$ cat config.mk
export PLATFORM = sky130hd
export DESIGN_NAME = led_chase_sequencer
export DESIGN_NICKNAME = d
export VERILOG_FILES = /design/src/rtl/led_chase_sequencer.sv
export SDC_FILE = /design/constraint.sdc
export NUM_CORES = 1
export LEC_CHECK = 0
export BUFFER_PORTS_ARGS = -buffer_cell sky130_fd_sc_hd__buf_2
export CAP_MARGIN = 20
export CORE_UTILIZATION = 64
export CTS_CLUSTER_SIZE = 24
export DETAILED_ROUTE_END_ITERATION = 16
export GPL_ROUTABILITY_DRIVEN = 0
export HOLD_SLACK_MARGIN = 0.1
export PLACE_DENSITY = 0.84
export SYNTH_ARGS = -nofsm -noshare
export SYNTH_HDL_FRONTEND = slang
export SYNTH_SLANG_ARGS = --single-unit
$ cat constraint.sdc
create_clock -name clk -period 4.25 [get_ports clk]
set_clock_uncertainty 0.05 [all_clocks]
set_input_delay 0 -clock clk [delete_from_list [all_inputs] [get_ports clk]]
set_output_delay 0 -clock clk [all_outputs]
set_load 0.01 [all_outputs]
$ cat src/rtl/led_chase_sequencer.sv
// LED chase / bounce / breathe sequencer: ramps one channel (or all channels)
// up, holds at full brightness, ramps down, then advances to the next channel.
//
// state | meaning
// ------+-------------------------------------------------
// IDLE  | outputs dark, prescaler parked, waiting for start
// UP    | duty ramps 0 -> MAX, one step per tick
// HOLD  | duty held at MAX for HOLD_STEPS ticks
// DOWN  | duty ramps MAX -> 0, one step per tick
// ADV   | single cycle: pick next channel / direction
module led_chase_sequencer #(
  parameter int TICK_DIV   = 1000,
  parameter int PWM_BITS   = 5,
  parameter int HOLD_STEPS = 4
) (
  input  logic       clk,
  input  logic       rst,
  input  logic [1:0] mode,
  input  logic       start,
  input  logic       stop,
  output logic       busy,
  output logic [2:0] chan,
  output logic       done_pulse,
  output logic [7:0] led_out
);

  localparam int PRE_W  = (TICK_DIV > 1) ? $clog2(TICK_DIV) : 1;
  localparam int HOLD_W = (HOLD_STEPS > 1) ? $clog2(HOLD_STEPS) : 1;

  localparam logic [PWM_BITS-1:0] DUTY_MAX  = '1;
  localparam logic [PWM_BITS-1:0] PWM_LAST  = DUTY_MAX - PWM_BITS'(1);
  localparam logic [PRE_W-1:0]    PRE_LAST  = PRE_W'(TICK_DIV - 1);
  localparam logic [HOLD_W-1:0]   HOLD_LAST = HOLD_W'(HOLD_STEPS - 1);

  typedef enum logic [2:0] {
    S_IDLE,
    S_UP,
    S_HOLD,
    S_DOWN,
    S_ADV
  } state_t;

  state_t              state;
  logic [1:0]          mode_r;
  logic                dir_up;
  logic [PWM_BITS-1:0] duty;
  logic [PWM_BITS-1:0] pwm_cnt;
  logic [PRE_W-1:0]    prescaler;
  logic [HOLD_W-1:0]   hold_cnt;

  logic       tick;
  logic       pwm_on;
  logic       pass_end;
  logic [7:0] led_pat;

  assign tick   = (prescaler == PRE_LAST);
  assign pwm_on = (pwm_cnt < duty);

  // The ADV about to be entered closes a full pattern pass.
  always_comb begin
    pass_end = 1'b0;
    case (mode_r)
      2'd1:    pass_end = dir_up && (chan == 3'd7);
      2'd2:    pass_end = 1'b1;
      default: pass_end = (chan == 3'd0);
    endcase
  end

  always_comb begin
    led_pat = 8'h00;
    if (mode_r == 2'd2)
      led_pat = {8{pwm_on}};
    else if (pwm_on)
      led_pat = 8'h01 << chan;
  end

  always_ff @(posedge clk or negedge rst) begin
    if (!rst) begin
      state      <= S_IDLE;
      busy       <= 1'b0;
      chan       <= 3'd7;
      dir_up     <= 1'b0;
      duty       <= '0;
      hold_cnt   <= '0;
      prescaler  <= '0;
      pwm_cnt    <= '0;
      mode_r     <= 2'd0;
      done_pulse <= 1'b0;
      led_out    <= 8'h00;
    end else begin
      pwm_cnt    <= (pwm_cnt == PWM_LAST) ? '0 : pwm_cnt + 1'b1;
      done_pulse <= 1'b0;

      if (state != S_IDLE && stop) begin
        state     <= S_IDLE;
        busy      <= 1'b0;
        chan      <= 3'd7;
        dir_up    <= 1'b0;
        duty      <= '0;
        hold_cnt  <= '0;
        prescaler <= '0;
        led_out   <= 8'h00;
      end else if (state != S_IDLE && mode != mode_r) begin
        // Pattern switched on the fly: restart cleanly in the new mode.
        mode_r    <= mode;
        state     <= S_UP;
        busy      <= 1'b1;
        chan      <= 3'd7;
        dir_up    <= 1'b0;
        duty      <= '0;
        hold_cnt  <= '0;
        prescaler <= '0;
        led_out   <= 8'h00;
      end else if (state == S_IDLE) begin
        prescaler <= '0;
        led_out   <= 8'h00;
        if (start && !stop) begin
          mode_r   <= mode;
          state    <= S_UP;
          busy     <= 1'b1;
          chan     <= 3'd7;
          dir_up   <= 1'b0;
          duty     <= '0;
          hold_cnt <= '0;
        end
      end else begin
        led_out   <= led_pat;
        prescaler <= tick ? '0 : prescaler + 1'b1;
        case (state)
          S_UP: begin
            if (tick) begin
              if (duty == DUTY_MAX) begin
                state    <= S_HOLD;
                hold_cnt <= '0;
              end else begin
                duty <= duty + 1'b1;
              end
            end
          end
          S_HOLD: begin
            if (tick) begin
              hold_cnt <= hold_cnt + 1'b1;
              if (hold_cnt == HOLD_LAST)
                state <= S_DOWN;
            end
          end
          S_DOWN: begin
            if (tick) begin
              if (duty == '0) begin
                state      <= S_ADV;
                done_pulse <= pass_end;
              end else begin
                duty <= duty - 1'b1;
              end
            end
          end
          S_ADV: begin
            state     <= S_UP;
            duty      <= '0;
            prescaler <= '0;
            case (mode_r)
              2'd2: chan <= chan;
              2'd1: begin
                if (!dir_up && chan == 3'd0) begin
                  dir_up <= 1'b1;
                  chan   <= 3'd1;
                end else if (dir_up && chan == 3'd7) begin
                  dir_up <= 1'b0;
                  chan   <= 3'd6;
                end else begin
                  chan <= dir_up ? chan + 3'd1 : chan - 3'd1;
                end
              end
              default: chan <= chan - 3'd1;
            endcase
          end
          default: begin
            state <= S_IDLE;
            busy  <= 1'b0;
          end
        endcase
      end
    end
  end

endmodule
==> results of run 1 <==
-- stage by stage --
| stage | worst slack (ns) | area, um^2 | hold WS (ns) | instances | utilization [%] |
|---|---|---|---|---|---|
| 2_1_floorplan | 2.32 | 2540 | -0.346 | 266 | - |
| 3_3_place_gp | 2.10 | 2660 | 0.124 | 324 | 71.0 |
| 3_5_place_dp | 2.01 | 2660 | 0.128 | 324 | 71.0 |
| 4_1_cts | 1.94 | 2790 | 0.108 | 336 | 74.5 |
| 5_1_grt | 1.75 | 2790 | 0.164 | 336 | 74.5 |
| 6_report | 1.93 | 2790 | 0.119 | 336 | 74.5 |
-- cell usage after synthesis (2+ instances only) --
cell       count
a21oi_1       19
inv_1         18
o21ai_0       10
or3_1          2
buf_1          2
ha_1          20
mux2i_1        5
dfstp_2        3
a41oi_1        2
dfrtp_1       38
o211ai_1       7
buf_2          3
nor3_1         5
mux2_1         2
xnor2_1        9
nor2_1        27
clkbuf_1       3
a21o_1         7
a221oi_1       2
nand2_1       16
o21ai_1        2
a2111oi_0      8
nand4_1        2
and3_1         5
or4_1          3
and4_1         2
xor2_1         7
nand3_1        9
nand2b_1       5
mux2_2         2
-- placed cells by master (no fill, tap or decap), drive strengths merged, types with 9 or more instances in the layout --
master | netlist | routed
dfrtp | 38 | 38
nor2 | 28 | 28
inv | 18 | 18
a21oi | 20 | 20
nand3 | 10 | 10
ha | 20 | 20
o21ai | 13 | 13
buf | 5 | 18
nand2 | 16 | 16
xnor2 | 9 | 9
-- state kept, by name, indices dropped and copies added (netlist names) --
name        cells
done_pulse      1
prescaler      10
pwm_cnt         5
dir_up          1
duty            5
chan            3
mode_r          2
hold_cnt        2
state           3
busy            1
led_out         8
-- cells by family after synthesis --
family | share of synthesized area [%]
buffers and inverters | 3.99
adder cells (fa/ha/maj) | 10.6
XOR/XNOR | 5.51
multiplexers | 4.33
flip-flops | 40.5
AND/OR/NAND/NOR | 16.5
AO/OA/AOI/OAI | 18.6
-- layout make-up --
cell class / instances / area share (%)
sequential: 41 / 36.9
multi-input combinational: 199 / 50.6
tap: 48 / 2.15
clock buffer: 8 / 3.23
inverter: 18 / 2.42
timing repair buffer: 22 / 4.67
-- power by group --
group | leakage (nW) | switching [mW] | internal (mW)
clock network | 0.0455 | 0.131 | 0.132
logic | 0.682 | 0.266 | 0.167
registers | 0.543 | 0.0641 | 0.432
-- metal layers --
| metal | vias to the layer above | GRT usage, % | part of all wire [%] | wire length (um) |
|---|---|---|---|---|
| li1 | 1004 | - | - | - |
| met2 | 49 | 41.4 | 47 | 2390 |
| met1 | 947 | 35.8 | 47 | 2410 |
| met3 | 7 | 6.34 | 4.6 | 237 |
| met4 | 0 | 10.9 | 1.2 | 63 |
| met5 | - | 0 | 0 | 0 |
-- timing repair --
item                      4_1_cts  5_1_grt
resized for setup               0        0
setup buffers                   0        0
hold buffers                    4        0
hold endpoints to repair       42        0
-- worst min-delay path by stage --
stage	from	slack (ns)	to
2_1_floorplan	rst	-0.35	busy
3_3_place_gp	rst	0.12	prescaler[4]
3_5_place_dp	rst	0.13	prescaler[4]
4_1_cts	start	0.11	busy
5_1_grt	start	0.16	busy
6_report	start	0.12	busy
-- worst register-to-register path: cells and delay by family, from the launching register on --
| kind | cells | cell delay, ns |
|---|---|---|
| flops | 1 | 0.58 |
| compound gates | 3 | 0.55 |
| simple gates | 2 | 0.45 |
| fa+ha+maj | 1 | 0.45 |
| xor+xnor | 1 | 0.14 |
==> impl_metrics.tcl, run 1 <==
set metrics [dict create \
    synth.top_cell.area_share_pct 37.4 \
    outcome "completed" \
    worst_ep_arrival_time_ns 2.46 \
    slowest_stage "dfrtp_1" \
    clock_path_buffers 2 \
    grt_pass1_wl_mm 8.43 \
    synth_cell_types 51 \
    io_buffers 18 \
    clk_pin_slew_worst_paths_ns 0.08 \
    critPathCaptureType "register" \
    die-area_um2 4230 \
    drc 0 \
    core_area_um2 3740 \
    synth_largest_area_cell "dfrtp_1" \
    viasPerCell 5.97 \
    syn_area_um2 2540 \
    required_ns 4.39 \
    syn_nets 293 \
    startpoint_type "register" \
    ys.flop_type "dfrtp_1" \
    num_io_pins 19 \
    cp_max_fo 13 \
    hold_violations 0 \
    r2r_setup_slack_ns 1.93 \
    setup_viol 0 \
    cts-root-buf "clkbuf_8" \
    reg2reg_depth 7 \
    grt_max_degree 42 \
    nNetsFinal 314 \
    multi_input_area_um2 1410 \
    critPathMaxStageDelay_ns 0.58 \
    crit_end "duty[4]" \
    tns_ns 0 \
    slew_violations 0 \
    synthArstFlopShare_pct 100 \
    crit_chain "nand3b_1 > fa_1 > nand2b_1 > a21oi_1 > xnor2_1 > a221oi_1 > o2bb2ai_1" \
    power.density_nw_per_um2 427 \
    synthCells 266 \
    cp_top_family "flip-flops" \
    insertion_delay_ns 0.30 \
    antenna_found_initial 0 \
    grt_pass1_vias 1819 \
    cts_tree "built" \
    track_usage_pct 26.7 \
    vias 2007 \
    min_path_type "input pin to register" \
    startpoint "state[0]" \
    crit_buf_inv 0 \
    synth_edf_count 0 \
    regToRegStartpoint "state[0]" \
    rows 22 \
    dr.pass1.iters 4 \
    whs_path_depth 5 \
    synth_area_leaders "dfrtp_1 37%, ha_1 9.8%, nor2_1 4.0%" \
    start_util_pct 67.9 \
    ys_seq_elements 41 \
    syn-mean-instance-area_um2 9.56 \
    cp.depth 7 \
    dp_hpwl_mm 3.68 \
    die_h_um 65.0 \
    rsz0062_at_grt "false" \
    post-route-period-util_pct 54.7 \
    leakage_nw 1.27 \
    ant_nets 0 \
    power_mw 1.19 \
    cts_buffers 5 \
    min_period_ns 2.32 \
    tightest_slew_ns 0.899 \
    cts_sinks 41 \
    dr.first_iter.drc_count 258 \
    overflow 0 \
    diodes 0 \
    slew_headroom_pct 40.0 \
    regArea_um2 1030 \
    synthToLayoutAreaGrowth_pct 9.69 \
    die_w_um 65.0 \
    wirelength_mm 5.10 \
    r2r_end "duty[4]" \
    drive_gt1_share_pct 11.8 \
    max_freq_ghz 0.430 \
    ys_warn_count 0 \
    peakVddDrop_v 0.000311 \
    htreeDepth 2 \
    wire_per_inst_um 15.2 \
    fillers 286 \
    ys_seq_area_share_pct 40.5 \
    crit_type "register to register" \
    max-cap-violations 0 \
]
Power figures use the tool's default switching activity.
==> inputs of run 2 (changes only) <==
ABC_AREA = 1   (was default)
CORE_UTILIZATION = 60   (was 64)
PLACE_DENSITY = 0.79   (was 0.84)
clock period = 2.2 ns   (was 4.25 ns; I/O delays follow)
==> impl_metrics.tcl, run 2 <==
set metrics [dict create \
    slew_headroom_pct 40.0 \
    die_h_um 68.9 \
    required_ns 2.38 \
    die_w_um 68.9 \
    crit_type "register to register" \
    cp_max_fo 7 \
    startpoint_type "register" \
    met3_usage_pct 5.26 \
    p_sw_share_pct 42.8 \
    ys.flop_type "dfrtp_1" \
    cts-root-buf "clkbuf_8" \
    ant_nets 0 \
    hold_violations 0 \
    clk_pin_slew_worst_paths_ns 0.08 \
    dp_hpwl_mm 3.86 \
    syn_nets 378 \
    max-cap-violations 0 \
    max_freq_ghz 0.495 \
    top_usage_layer "met2" \
    grt_use_met1_pct 34.2 \
    ys_warn_count 0 \
    diodes 0 \
    whs_endpoint "dir_up" \
    insertion_delay_ns 0.29 \
    viasPerCell 5.32 \
    leakage_nw 1.50 \
    setup_viol 0 \
    drc 0 \
    cts_tree "built" \
    wirelength_mm 5.33 \
    largest_reg_flops 10 \
    grt_max_degree 42 \
    final_cells 428 \
    peakVddDrop_v 0.000735 \
    core_area_um2 4140 \
    nNetsFinal 405 \
    rows 23 \
    wire_per_inst_um 12.4 \
    synthToLayoutAreaGrowth_pct 10.3 \
    reg.largest.list "prescaler (10), led_out (8)" \
    antenna_found_initial 0 \
    critPathCaptureType "register" \
    dr.pass1.iters 4 \
    synthArstFlopShare_pct 100 \
    cts_buffers 5 \
    reg2reg_depth 13 \
    htreeDepth 2 \
    track_usage_pct 25.0 \
    worst_ep_arrival_time_ns 2.20 \
    synth_commonest_cells "77 x nand2_1, 53 x nor2_1, 43 x inv_1" \
    syn-mean-instance-area_um2 7.65 \
    min_period_ns 2.02 \
    r2r_setup_slack_ns 0.18 \
    slew_violations 0 \
    io_buffers 18 \
    p_sw_mw 1.20 \
    cts_sinks 41 \
    ys_seq_area_share_pct 38.3 \
    synthCells 351 \
    regArea_um2 1030 \
    met2_usage_pct 39.4 \
    start_util_pct 64.8 \
    synth_edf_count 0 \
    synth.top_cell.area_share_pct 35.4 \
    overflow 0 \
    rsz0062_at_grt "false" \
    power.density_nw_per_um2 950 \
    num_io_pins 19 \
    placed_area_um2 2820 \
    tns_ns 0 \
    grt_pass1_vias 2022 \
    clock_path_buffers 2 \
    ys_seq_elements 41 \
    synth_largest_area_cell "dfrtp_1" \
    largest-register "prescaler" \
    vias 2275 \
    grt_pass1_wl_mm 8.76 \
    synth_most_common_cell "nand2_1" \
    tightest_slew_ns 0.900 \
    multi_input_area_um2 1440 \
    die-area_um2 4750 \
    layout_common_cells "77 x nand2_1, 53 x nor2_1, 43 x inv_1" \
    syn_area_um2 2690 \
    fillers 356 \
    dp_cells 417 \
    intPower_mw 1.61 \
    outcome "completed" \
    regToRegStartpoint "state[2]" \
    final_common_cell "nand2_1" \
    design_area_um2 2960 \
    r2r_end "duty[4]" \
    drive_gt1_share_pct 14.8 \
    post-route-period-util_pct 91.8 \
    p_clk_share_pct 20.6 \
    synth_area_leaders "dfrtp_1 35%, nand2_1 11%, ha_1 9.3%" \
    min_path_type "input pin to register" \
    dr.first_iter.drc_count 128 \
    synth_cell_types 33 \
    power.share.combinational_pct 44.3 \
    hp-start "start" \
    whs_path_depth 6 \
    pwr-share-seq_pct 35.1 \
]
## run 2: layout make-up
| class | instances | area share (%) |
|---|---|---|
| Clock buffer | 5 | 2.32 |
| Multi-Input combinational cell | 257 | 48.6 |
| Inverter | 50 | 6.33 |
| Clock inverter | 2 | 1.18 |
| Sequential cell | 41 | 34.8 |
| Timing Repair Buffer | 23 | 4.65 |
| Tap cell | 50 | 2.11 |
## run 2: how the worst max path moves through the flow
stage | startpoint | endpoint | slack (ns) | cells past startpoint
2_1_floorplan | state[2] | duty[4] | 0.54 | 13
3_3_place_gp | state[2] | duty[3] | 0.34 | 10
3_5_place_dp | state[2] | duty[3] | 0.32 | 10
4_1_cts | state[2] | duty[4] | 0.22 | 13
5_1_grt | state[2] | duty[3] | 0.07 | 10
6_report | state[2] | duty[4] | 0.18 | 13
## run 2: power groups by stage
stage | logic, mW | clock network, mW | registers (mW)
after floorplan | 0.951 | 0 | 0.991
after global placement | 1.20 | 0 | 0.997
after detailed placement | 1.22 | 0 | 1.00
after CTS | 1.24 | 0.593 | 0.988
after global routing | 1.43 | 0.621 | 1.00
final | 1.25 | 0.579 | 0.989
## run 2: timing repair
action,in CTS,in global routing
resized for setup,0,0
buffers inserted,0,0
hold buffers,4,0
endpoints found under the hold margin,42,0
setup endpoints to repair,0,0
## run 2: routing by layer
metal | vias up | part of all wire (%)
li1 | 1174 | -
met1 | 1035 | 49
met2 | 56 | 45
met3 | 10 | 5.1
met4 | 0 | 1.7
met5 | - | 0
## run 2: critical path, cell delays in order (launching register included)
cell and delay (ns):
dfrtp_1 0.39, inv_2 0.11, nand3_2 0.15, inv_2 0.16, ha_1 0.30, inv_1 0.08, o21bai_1 0.06, a21oi_1 0.17
inv_1 0.06, nand2_1 0.07, nand2_1 0.07, nor2_1 0.13, nand3_1 0.10, nand2_1 0.07
## run 2: logic make-up (layout without fill, tap and decap cells)
kind of cell	count (synthesis)	count (layout)	share of synthesized area (%)
XOR/XNOR	8	8	2.61
AND/OR/NAND/NOR	186	186	32.5
adder cells (fa/ha/maj)	21	21	10.1
buffers and inverters	53	80	8.01
flip-flops	41	41	38.3
AO/OA/AOI/OAI	42	42	8.52
## run 2: per-stage QoR
stage / setup WS (ns) / hold slack, ns / power [mW] / utilization (%)
4_1_cts: 0.224 / 0.256 / 2.82 / 71.5
6_report: 0.180 / 0.270 / 2.81 / 71.5
3_5_place_dp: 0.315 / 0.129 / 2.23 / 68.0
3_3_place_gp: 0.338 / 0.125 / 2.19 / 68.0
5_1_grt: 0.0745 / 0.363 / 3.05 / 71.5
2_1_floorplan: 0.538 / -0.346 / 1.94 / -
==> inputs of run 3 (changes only) <==
CORE_MARGIN = 4   (was default)
==> impl_metrics.tcl, run 3 (synthesized netlist as in run 2, its figures left out) <==
set metrics [dict create \
    outcome "completed" \
    reg.largest.list "prescaler (10), led_out (8)" \
    dp_hpwl_mm 3.99 \
    num_io_pins 19 \
    cts_resized 0 \
    diodes 0 \
    hold_violations 0 \
    dp_worst_setup_slack_ns 0.283 \
    startpoint_type "register" \
    leakage_nw 1.51 \
    min_period_ns 1.95 \
    multi_input_area_um2 1440 \
    largest-register "prescaler" \
    synthToLayoutAreaGrowth_pct 11.6 \
    viasPerCell 5.27 \
    drc 0 \
    largest_reg_flops 10 \
    cts_tree "built" \
    tightest_slew_ns 0.896 \
    htreeDepth 2 \
    die_h_um 74.9 \
    startpoint "duty[2]" \
    die-area_um2 5610 \
    tns_ns 0 \
    dr.pass1.iters 5 \
    start_util_pct 61.7 \
    dr.first_iter.drc_count 147 \
    antenna_found_initial 0 \
    wire_per_inst_um 12.4 \
    max_freq_ghz 0.513 \
    rsz0062_at_grt "false" \
    regArea_um2 1030 \
    cts_buffers 5 \
    regToRegStartpoint "duty[2]" \
    r2r_end "led_out[7]" \
    worst_ep_arrival_time_ns 2.12 \
    grt_max_degree 42 \
    slew_violations 0 \
    clock_path_buffers 2 \
    slew_headroom_pct 40.3 \
    cts_sinks 41 \
    cp_max_fo 8 \
    reg2reg_depth 7 \
    peakVddDrop_v 0.000636 \
    rows 24 \
    required_ns 2.37 \
    die_w_um 74.9 \
    grt_pass1_wl_mm 9.21 \
    clk_pin_slew_worst_paths_ns 0.08 \
    fillers 358 \
    track_usage_pct 21.2 \
    drive_gt1_share_pct 15.0 \
    nNetsFinal 405 \
    max-cap-violations 0 \
    layout_common_cells "77 x nand2_1, 53 x nor2_1, 43 x inv_1" \
    post-route-period-util_pct 88.6 \
    crit_type "register to register" \
    cts-root-buf "clkbuf_8" \
    core_area_um2 4350 \
    critPathCaptureType "register" \
    wirelength_mm 5.35 \
    r2r_setup_slack_ns 0.25 \
    min_path_type "input pin to register" \
    vias 2272 \
    grt_pass1_vias 2089 \
    insertion_delay_ns 0.30 \
    final_common_cell "nand2_1" \
    io_buffers 18 \
    overflow 0 \
    power.density_nw_per_um2 989 \
    crit_end "led_out[7]" \
    ant_nets 0 \
    setup_ws_ns 0.250 \
    power_mw 2.97 \
    setup_viol 0 \
]
## run 3: how the worst min path moves through the flow
stage | from | end | slack (ns) | cells after the start
global placement | rst | led_out[6] | 0.12 | 1
global route | start | dir_up | 0.32 | 6
floorplan | rst | busy | -0.35 | 0
CTS | start | dir_up | 0.25 | 6
detailed placement | rst | led_out[1] | 0.14 | 1
finish | start | dir_up | 0.26 | 6
## run 3: report_power, final
group	total (mW)	leakage (nW)	switching (mW)	internal, mW
registers	0.988	0.543	0.124	0.864
logic	1.24	0.900	0.828	0.417
clock network	0.733	0.0687	0.276	0.457
total	2.97	1.51	1.23	1.74
## run 3: final cells by class
cell class | instances | share of cell area, %
clock buffer | 5 | 2.29
clock inverter | 3 | 2.29
inverter | 50 | 6.26
multi-input combinational | 257 | 48.1
sequential | 41 | 34.3
tap | 52 | 2.17
timing repair buffer | 23 | 4.59
## run 3: repair_timing
action	CTS	global route
setup buffers	0	0
hold endpoints to repair	42	0
setup endpoints to repair	0	0
hold buffers	4	0
## run 3: metrics by stage
| step | hold slack (ns) | cell area, um^2 | std cells | util (%) |
|---|---|---|---|---|
| floorplan | -0.346 | 2690 | 351 | - |
| global placement | 0.124 | 2820 | 419 | 64.8 |
| detailed placement | 0.136 | 2820 | 419 | 64.8 |
| CTS | 0.251 | 3000 | 431 | 68.9 |
| global route | 0.320 | 3000 | 431 | 68.9 |
| finish | 0.262 | 3000 | 431 | 68.9 |
## run 3: critical path, cell delays in order, from the launching register on
cell	delay, ns
dfrtp_1	0.44
inv_1	0.09
ha_1	0.32
a21oi_1	0.16
o21ai_0	0.09
a21oi_1	0.40
o21ai_0	0.18
nor2_1	0.14
## run 3: routing by layer
layer,vias to the layer above,GRT usage (%),share of wire (%)
met1,1037,28.6,47
met5,-,0,0
met2,49,35.6,48
met3,5,4.01,4.6
li1,1181,-,-
met4,0,4.74,0.99
